<file path="src/rtl/dense_row_sequencer_pkg.sv">
// Shared types and helpers for the dense-layer row sequencer.
// Sign-magnitude constants assume the default 32-bit datapath.
package dense_seq_pkg;

    typedef enum logic [2:0] {
        S_IDLE,
        S_FETCH,
        S_LAUNCH,
        S_WRITE,
        S_DRAIN,
        S_FINISH
    } state_t;

    localparam int DATA_W = 32;
    localparam int SIGN_BIT = DATA_W - 1;
    localparam logic [DATA_W-1:0] MAG_MAX =
        {1'b0, {(DATA_W-1){1'b1}}};

    function automatic int row_w(input int m);
        return (m > 1) ? $clog2(m) : 1;
    endfunction

endpackage

</file>
<file path="src/rtl/dense_row_sequencer_if.sv">
// Row store, dot-product engine and output buffer bundle.
// master = sequencer side, slave = datapath/memory side.
interface dense_row_sequencer_if #(
    parameter int N     = 32,
    parameter int ROW_W = 3
);

    logic [ROW_W-1:0] row_addr;
    logic [N-1:0]     bias;
    logic             dot_start;
    logic             dot_done;
    logic [N-1:0]     dot_result;
    logic             y_we;
    logic [ROW_W-1:0] y_addr;
    logic [N-1:0]     y_data;

    modport master (
        output row_addr,
        output dot_start,
        output y_we,
        output y_addr,
        output y_data,
        input  bias,
        input  dot_done,
        input  dot_result
    );

    modport slave (
        input  row_addr,
        input  dot_start,
        input  y_we,
        input  y_addr,
        input  y_data,
        output bias,
        output dot_done,
        output dot_result
    );

endinterface

</file>
<file path="src/rtl/dense_row_sequencer_sm_sat_add.sv">
// Combinational sign-magnitude adder with magnitude saturation.
// A zero magnitude always carries a positive sign.
module sm_sat_add
    import dense_seq_pkg::*;
#(
    parameter int N = DATA_W
) (
    input  logic [N-1:0] a,
    input  logic [N-1:0] b,
    output logic [N-1:0] sum
);

    logic         a_s;
    logic         b_s;
    logic [N-2:0] a_m;
    logic [N-2:0] b_m;
    logic [N-1:0] add_m;
    logic         s;
    logic [N-2:0] m;

    assign a_s = a[N-1];
    assign b_s = b[N-1];
    assign a_m = a[N-2:0];
    assign b_m = b[N-2:0];
    assign add_m = {1'b0, a_m} + {1'b0, b_m};

    always_comb begin
        s = 1'b0;
        m = '0;
        if (a_s == b_s) begin
            s = a_s;
            m = add_m[N-1] ? '1 : add_m[N-2:0];
        end else if (a_m >= b_m) begin
            s = a_s;
            m = a_m - b_m;
        end else begin
            s = b_s;
            m = b_m - a_m;
        end
        if (m == '0)
            s = 1'b0;
    end

    assign sum = {s, m};

endmodule

</file>
<file path="src/rtl/dense_row_sequencer.sv">
// Time-shares one dot-product engine across the M rows of a dense layer.
// RELU_EN: when defined, negative results are written as zero.
module dense_row_sequencer
    import dense_seq_pkg::*;
#(
    parameter int Q       = 15,
    parameter int N       = 32,
    parameter int H       = 10,
    parameter int M       = 8,
    parameter int TIMEOUT = 64
) (
    input  logic                  clk,
    input  logic                  rst_n,
    input  logic                  start,
    output logic                  busy,
    output logic                  done,
    output logic                  error,
    dense_row_sequencer_if.master bus
);

    localparam int ROW_W = row_w(M);
    localparam int CW    = $clog2(TIMEOUT) + 1;
    localparam logic [ROW_W-1:0] LAST_ROW = ROW_W'(M - 1);
    localparam logic [CW-1:0]    TO_LAST  = CW'(TIMEOUT - 1);

    if (Q >= N || H < 1 || M < 1 || TIMEOUT < 1) begin : g_bad_cfg
        $error("dense_row_sequencer: bad parameters");
    end

    state_t        state;
    logic [CW-1:0] tcnt;
    logic [N-1:0]  sum;
    logic [N-1:0]  act;

    sm_sat_add #(.N(N)) u_add (
        .a   (bus.dot_result),
        .b   (bus.bias),
        .sum (sum)
    );

`ifdef RELU_EN
    assign act = sum[N-1] ? '0 : sum;
`else
    assign act = sum;
`endif

    always_ff @(posedge clk) begin
        if (!rst_n) begin
            state         <= S_IDLE;
            tcnt          <= '0;
            busy          <= 1'b0;
            done          <= 1'b0;
            error         <= 1'b0;
            bus.dot_start <= 1'b0;
            bus.y_we      <= 1'b0;
            bus.row_addr  <= '0;
            bus.y_addr    <= '0;
            bus.y_data    <= '0;
        end else begin
            done     <= 1'b0;
            bus.y_we <= 1'b0;
            unique case (state)
                S_IDLE: begin
                    if (start) begin
                        state        <= S_FETCH;
                        busy         <= 1'b1;
                        error        <= 1'b0;
                        bus.row_addr <= '0;
                    end
                end
                S_FETCH: begin
                    state         <= S_LAUNCH;
                    bus.dot_start <= 1'b1;
                    tcnt          <= '0;
                end
                S_LAUNCH: begin
                    if (bus.dot_done) begin
                        state         <= S_WRITE;
                        bus.dot_start <= 1'b0;
                        bus.y_we      <= 1'b1;
                        bus.y_addr    <= bus.row_addr;
                        bus.y_data    <= act;
                    end else if (tcnt == TO_LAST) begin
                        // abort the layer; rows already written stay valid
                        state         <= S_FINISH;
                        bus.dot_start <= 1'b0;
                        error         <= 1'b1;
                        busy          <= 1'b0;
                        done          <= 1'b1;
                    end else begin
                        tcnt <= tcnt + 1'b1;
                    end
                end
                S_WRITE: begin
                    state <= S_DRAIN;
                end
                S_DRAIN: begin
                    // engine must drop done before the next launch
                    if (!bus.dot_done) begin
                        if (bus.row_addr == LAST_ROW) begin
                            state <= S_FINISH;
                            busy  <= 1'b0;
                            done  <= 1'b1;
                        end else begin
                            state        <= S_FETCH;
                            bus.row_addr <= bus.row_addr + 1'b1;
                        end
                    end
                end
                S_FINISH: begin
                    state <= S_IDLE;
                end
                default: begin
                    state <= S_IDLE;
                end
            endcase
        end
    end

endmodule

</file>
<file path="src/flat_wrapper.sv">
// flat-port wrapper written by rule: the top's interface ports become plain ports
module dense_row_sequencer_flat import dense_seq_pkg::*;
#(
    parameter int Q       = 15,
    parameter int N       = 32,
    parameter int H       = 10,
    parameter int M       = 8,
    parameter int TIMEOUT = 64
)
  (clk, rst_n, start, busy, done, error, bus_row_addr, bus_dot_start, bus_y_we, bus_y_addr, bus_y_data, bus_bias, bus_dot_done, bus_dot_result);
  dense_row_sequencer_if #(.N(N)) bus_i ();
  input  logic clk;
  input  logic rst_n;
  input  logic start;
  output logic busy;
  output logic done;
  output logic error;
  output wire logic [$bits(bus_i.row_addr)-1:0] bus_row_addr;
  output wire logic [$bits(bus_i.dot_start)-1:0] bus_dot_start;
  output wire logic [$bits(bus_i.y_we)-1:0] bus_y_we;
  output wire logic [$bits(bus_i.y_addr)-1:0] bus_y_addr;
  output wire logic [$bits(bus_i.y_data)-1:0] bus_y_data;
  input wire logic [$bits(bus_i.bias)-1:0] bus_bias;
  input wire logic [$bits(bus_i.dot_done)-1:0] bus_dot_done;
  input wire logic [$bits(bus_i.dot_result)-1:0] bus_dot_result;
  assign bus_row_addr = bus_i.row_addr;
  assign bus_dot_start = bus_i.dot_start;
  assign bus_y_we = bus_i.y_we;
  assign bus_y_addr = bus_i.y_addr;
  assign bus_y_data = bus_i.y_data;
  assign bus_i.bias = bus_bias;
  assign bus_i.dot_done = bus_dot_done;
  assign bus_i.dot_result = bus_dot_result;
  dense_row_sequencer #(.Q(Q), .N(N), .H(H), .M(M), .TIMEOUT(TIMEOUT)) u_core (.clk(clk), .rst_n(rst_n), .start(start), .busy(busy), .done(done), .error(error), .bus(bus_i));
endmodule
</file>
<file path="config.mk">
export PLATFORM = sky130hd
export DESIGN_NAME = dense_row_sequencer_flat
export DESIGN_NICKNAME = d
export VERILOG_FILES = /design/src/rtl/dense_row_sequencer_pkg.sv /design/src/rtl/dense_row_sequencer_if.sv /design/src/rtl/dense_row_sequencer_sm_sat_add.sv /design/src/rtl/dense_row_sequencer.sv /design/src/flat_wrapper.sv
export SDC_FILE = /design/constraint.sdc
export NUM_CORES = 1
export LEC_CHECK = 0
export ABC_AREA = 1
export CAP_MARGIN = 20
export CORE_MARGIN = 2
export CORE_UTILIZATION = 62
export DETAILED_ROUTE_END_ITERATION = 6
export GPL_ROUTABILITY_DRIVEN = 0
export PLACE_DENSITY = 0.87
export SLEW_MARGIN = 10
export SYNTH_ARGS = -nofsm -noshare
export SYNTH_HDL_FRONTEND = slang
export SYNTH_SLANG_ARGS = --single-unit
</file>
<file path="constraint.sdc">
create_clock -name clk -period 6.1 [get_ports clk]
set_input_delay 1.22 -clock clk [delete_from_list [all_inputs] [get_ports clk]]
set_output_delay 1.22 -clock clk [all_outputs]
set_load 0.1 [all_outputs]
</file>
==> impl_metrics.py <==
metrics = {
    "clock_network": {
        "ctsHoldBuffers": 0,
        "tritoncts": "yes",
        "cts_resized": 0,
        "cts_inserted_buffers": 5,
        "clock_latency_ps": 290,
        "h-tree-depth": 2,
        "clk_path_buf_depth": 2,
        "clock-sinks": 53,
        "clk_pin_slew_ps": 70,
        "post_cts_buffers": 0,
        "root_buffer": "clkbuf_16",
    },
    "synthesis": {
        "synth_cell_types": 43,
        "syn-num-nets": 1981,
        "synth.avg_cell_area_sq_um": 5.367,
        "synth_area_sq_mm": 0.009704,
        "ys_seq_elements": 53,
        "async_reset_ff_share_pct": 0,
        "syn_inst": 1808,
        "ys_warn_count": 0,
        "ys.flop_type": "dfxtp_1",
        "synth-edff-count": 0,
        "seq_area_frac_synth_pct": 10.93,
    },
    "layout": {
        "fin_nets": 2054,
        "fin_util_pct": 71.84,
        "final_cell_mix": "646 x nand2_1, 333 x inv_1, 155 x nor2_1, 123 x nand3_1, 110 x clkdlybuf4s50_1",
        "final_layout_size_suffix_gt1_share_pct": 2.922,
        "num_antenna_cells": 0,
        "syn_to_final_growth_pct": 12.96,
        "final_common_cell": "nand2_1",
    },
    "setup_path": {
        "rrSetupSlack_ps": 3780,
        "crit_path_top_delay_cell": "ha_1",
        "cp_max_fo": 22,
        "end_kind": "flop",
        "r2r_end": "u_core.busy",
        "crit_start": "bus_dot_result[14]",
        "cpMostUsedCell": "nand2_1",
        "arrival_ps": 4880,
        "worstPathRequired_ps": 6270,
        "crit-reg2reg-launch": "u_core.state[1]",
        "path_cells": "clkdlybuf4s50_1 > inv_1 > ha_1 > inv_1 > a21oi_1 > nand2_1 > a21oi_1 > nand2_1 > nand2_1 > nand2_2 > clkinv_1 > nand2_1 > o21ai_0 > nand2_1 > nor2_1 > nand3_1 > nor2_1 > nand2_1 > nand2_1 > a21oi_1",
        "r2r_cells": 8,
        "critical_path_class": "input pin to flop",
        "critical-path-max-stage-delay_ps": 520,
        "endpoint": "u_core.bus.y_data[31]",
        "start_kind": "input pin",
    },
    "drt": {
        "drc": 2,
        "drt_iter0_markers": 1813,
        "wirelength_um": 32420,
        "drt_pass1_iterations": 7,
        "wire_per_inst_um": 15.49,
        "postRouteAntennaNets": 0,
        "viasPerCell": 5.632,
        "via_count": 11790,
    },
    "floorplanning": {
        "die_y_um": 129.1,
        "core_sq_mm": 0.01526,
        "dieWidth_um": 129.1,
        "rows": 45,
        "boundaryPins": 111,
        "start_util_pct": 63.60,
        "die-area_sq_mm": 0.01667,
    },
    "grt": {
        "grt_antenna_before_repair": 0,
        "grt_usage_pct": 38.36,
        "grt_pass1_wl_um": 51120,
        "grt_max_degree": 45,
        "grt_pass1_vias": 10590,
        "overflow": 0,
    },
    "sta": {
        "max_slew_margin_pct": 25.01,
        "finalHoldViolCount": 0,
        "finalMaxSlewViolations": 0,
        "clock_skew_ps": 6.505,
        "min_period_ps": 4704,
        "fin_tns_setup_ps": 0,
        "timing.final.crit_share_pct": 77.12,
        "worst_slack_ps": 1396,
        "rsz0062_at_grt": "false",
        "max_freq_ghz": 0.2126,
        "worst-slew-pin-transition_ps": 1124,
        "setup_viol": 0,
    },
    "place": {
        "hpwl_um": 26520,
        "dp_slack_ps": 1326,
        "numPortBuffers": 110,
    },
    "worst_hold_path": {
        "hp-class": "flop to flop",
    },
    "power_and_ir_drop": {
        "p_total_mw": 2.361,
        "p_per_area_mw_per_mm2": 215.4,
        "ir_drop_mv": 0.2074,
        "p_leak_nw": 6.197,
    },
    "run": {
        "cap_violations": 0,
    },
    "status": {
        "failed_checks": "design-rule violations",
        "status": "finished, violations left",
    },
}
-- metal layers --
| layer | global-route usage (%) | share of wire [%] | routed length (um) | vias up |
|---|---|---|---|---|
| met2 | 61.33 | 43 | 13810 | 858 |
| li1 | - | - | - | 5692 |
| met1 | 50.40 | 39 | 12500 | 5079 |
| met5 | 0 | 0 | 0 | - |
| met3 | 5.615 | 13 | 4199 | 159 |
| met4 | 19.37 | 5.9 | 1909 | 0 |
-- synthesized netlist by cell type (3+ instances only) --
master    instances  share of area [%]
o211ai_1          8               0.62
nand4_1          19                1.2
nor2_1          156                6.0
nor2_4            5               0.58
xnor2_1           4               0.36
buf_6             4               0.46
fa_1              3               0.62
nor3_1           13               0.67
inv_2             4               0.15
o21ai_0          75                3.9
buf_1             4               0.15
nor2_2            9               0.58
a31oi_1           4               0.26
buf_4            16                1.2
o21a_1            4               0.31
o21bai_1         36                2.8
nand2_1         646                 25
inv_1           333                 13
dfxtp_1          53                 11
ha_1            102                 13
a21oi_1          90                4.6
clkbuf_1         12               0.46
nand2_2          15               0.97
nand3_1         123                6.3
buf_2            10               0.52
a21oi_2           5               0.45
xor2_1           32                2.9
-- flip-flops by register name, indices dropped and copies added, names as in the netlist, 3 cells and up --
| name | cells |
|---|---|
| u_core.bus.row_addr | 3 |
| u_core.tcnt | 7 |
| u_core.state | 3 |
| u_core.bus.y_data | 32 |
| u_core.bus.y_addr | 3 |
-- stage by stage --
| step | cell area (sq um) | instances | hold WS (ps) |
|---|---|---|---|
| floorplan | 9704 | 1808 | 412.4 |
| detailed placement | 10820 | 2085 | 425.4 |
| global route | 10960 | 2093 | 465.0 |
| CTS | 10960 | 2093 | 434.8 |
| global placement | 10820 | 2085 | 418.7 |
| finish | 10960 | 2093 | 442.3 |
-- power breakdown --
part           switching [mW]  internal (mW)
sequential             0.0435          0.415
clock                   0.120          0.153
combinational            1.18          0.446
-- logic make-up (layout without fill, tap and decap cells) --
kind of cell | count (synthesis) | count (layout) | share of synthesized area, %
and+or+nand+nor | 997 | 997 | 42.30
buffers and inverters | 386 | 460 | 16.00
AOI/OAI and AO/OA | 231 | 231 | 13.74
adders and majority gates | 105 | 105 | 13.77
DFF | 53 | 53 | 10.93
xor gates and xnor gates | 36 | 36 | 3.249
-- how the worst min path moves through the flow --
| stage | startpoint | to | slack, ps | cells past startpoint |
|---|---|---|---|---|
| 2_1_floorplan | u_core.tcnt[6] | u_core.tcnt[6] | 410 | 2 |
| 3_3_place_gp | u_core.tcnt[6] | u_core.tcnt[6] | 420 | 2 |
| 3_5_place_dp | u_core.tcnt[6] | u_core.tcnt[6] | 430 | 2 |
| 4_1_cts | u_core.tcnt[6] | u_core.tcnt[6] | 430 | 2 |
| 5_1_grt | u_core.tcnt[6] | u_core.tcnt[6] | 470 | 2 |
| 6_report | u_core.tcnt[6] | u_core.tcnt[6] | 440 | 2 |
-- layout make-up --
cell class                      count  area (sq um)
Clock buffer                        7         132.6
Fill cell                        1399          4297
Multi-Input combinational cell   1369          7101
Timing Repair Buffer              113          1124
Clock inverter                      1         7.507
Inverter                          339          1272
Tap cell                          211         264.0
Sequential cell                    53          1061
-- critical path, delay by kind of cell --
| kind | cells | cell delay, ps |
|---|---|---|
| fa+ha+maj | 1 | 520 |
| compound gates | 4 | 730 |
| simple gates | 11 | 1350 |
| buf+inv | 4 | 1030 |
Note: power is estimated with default switching activity, not from simulation.
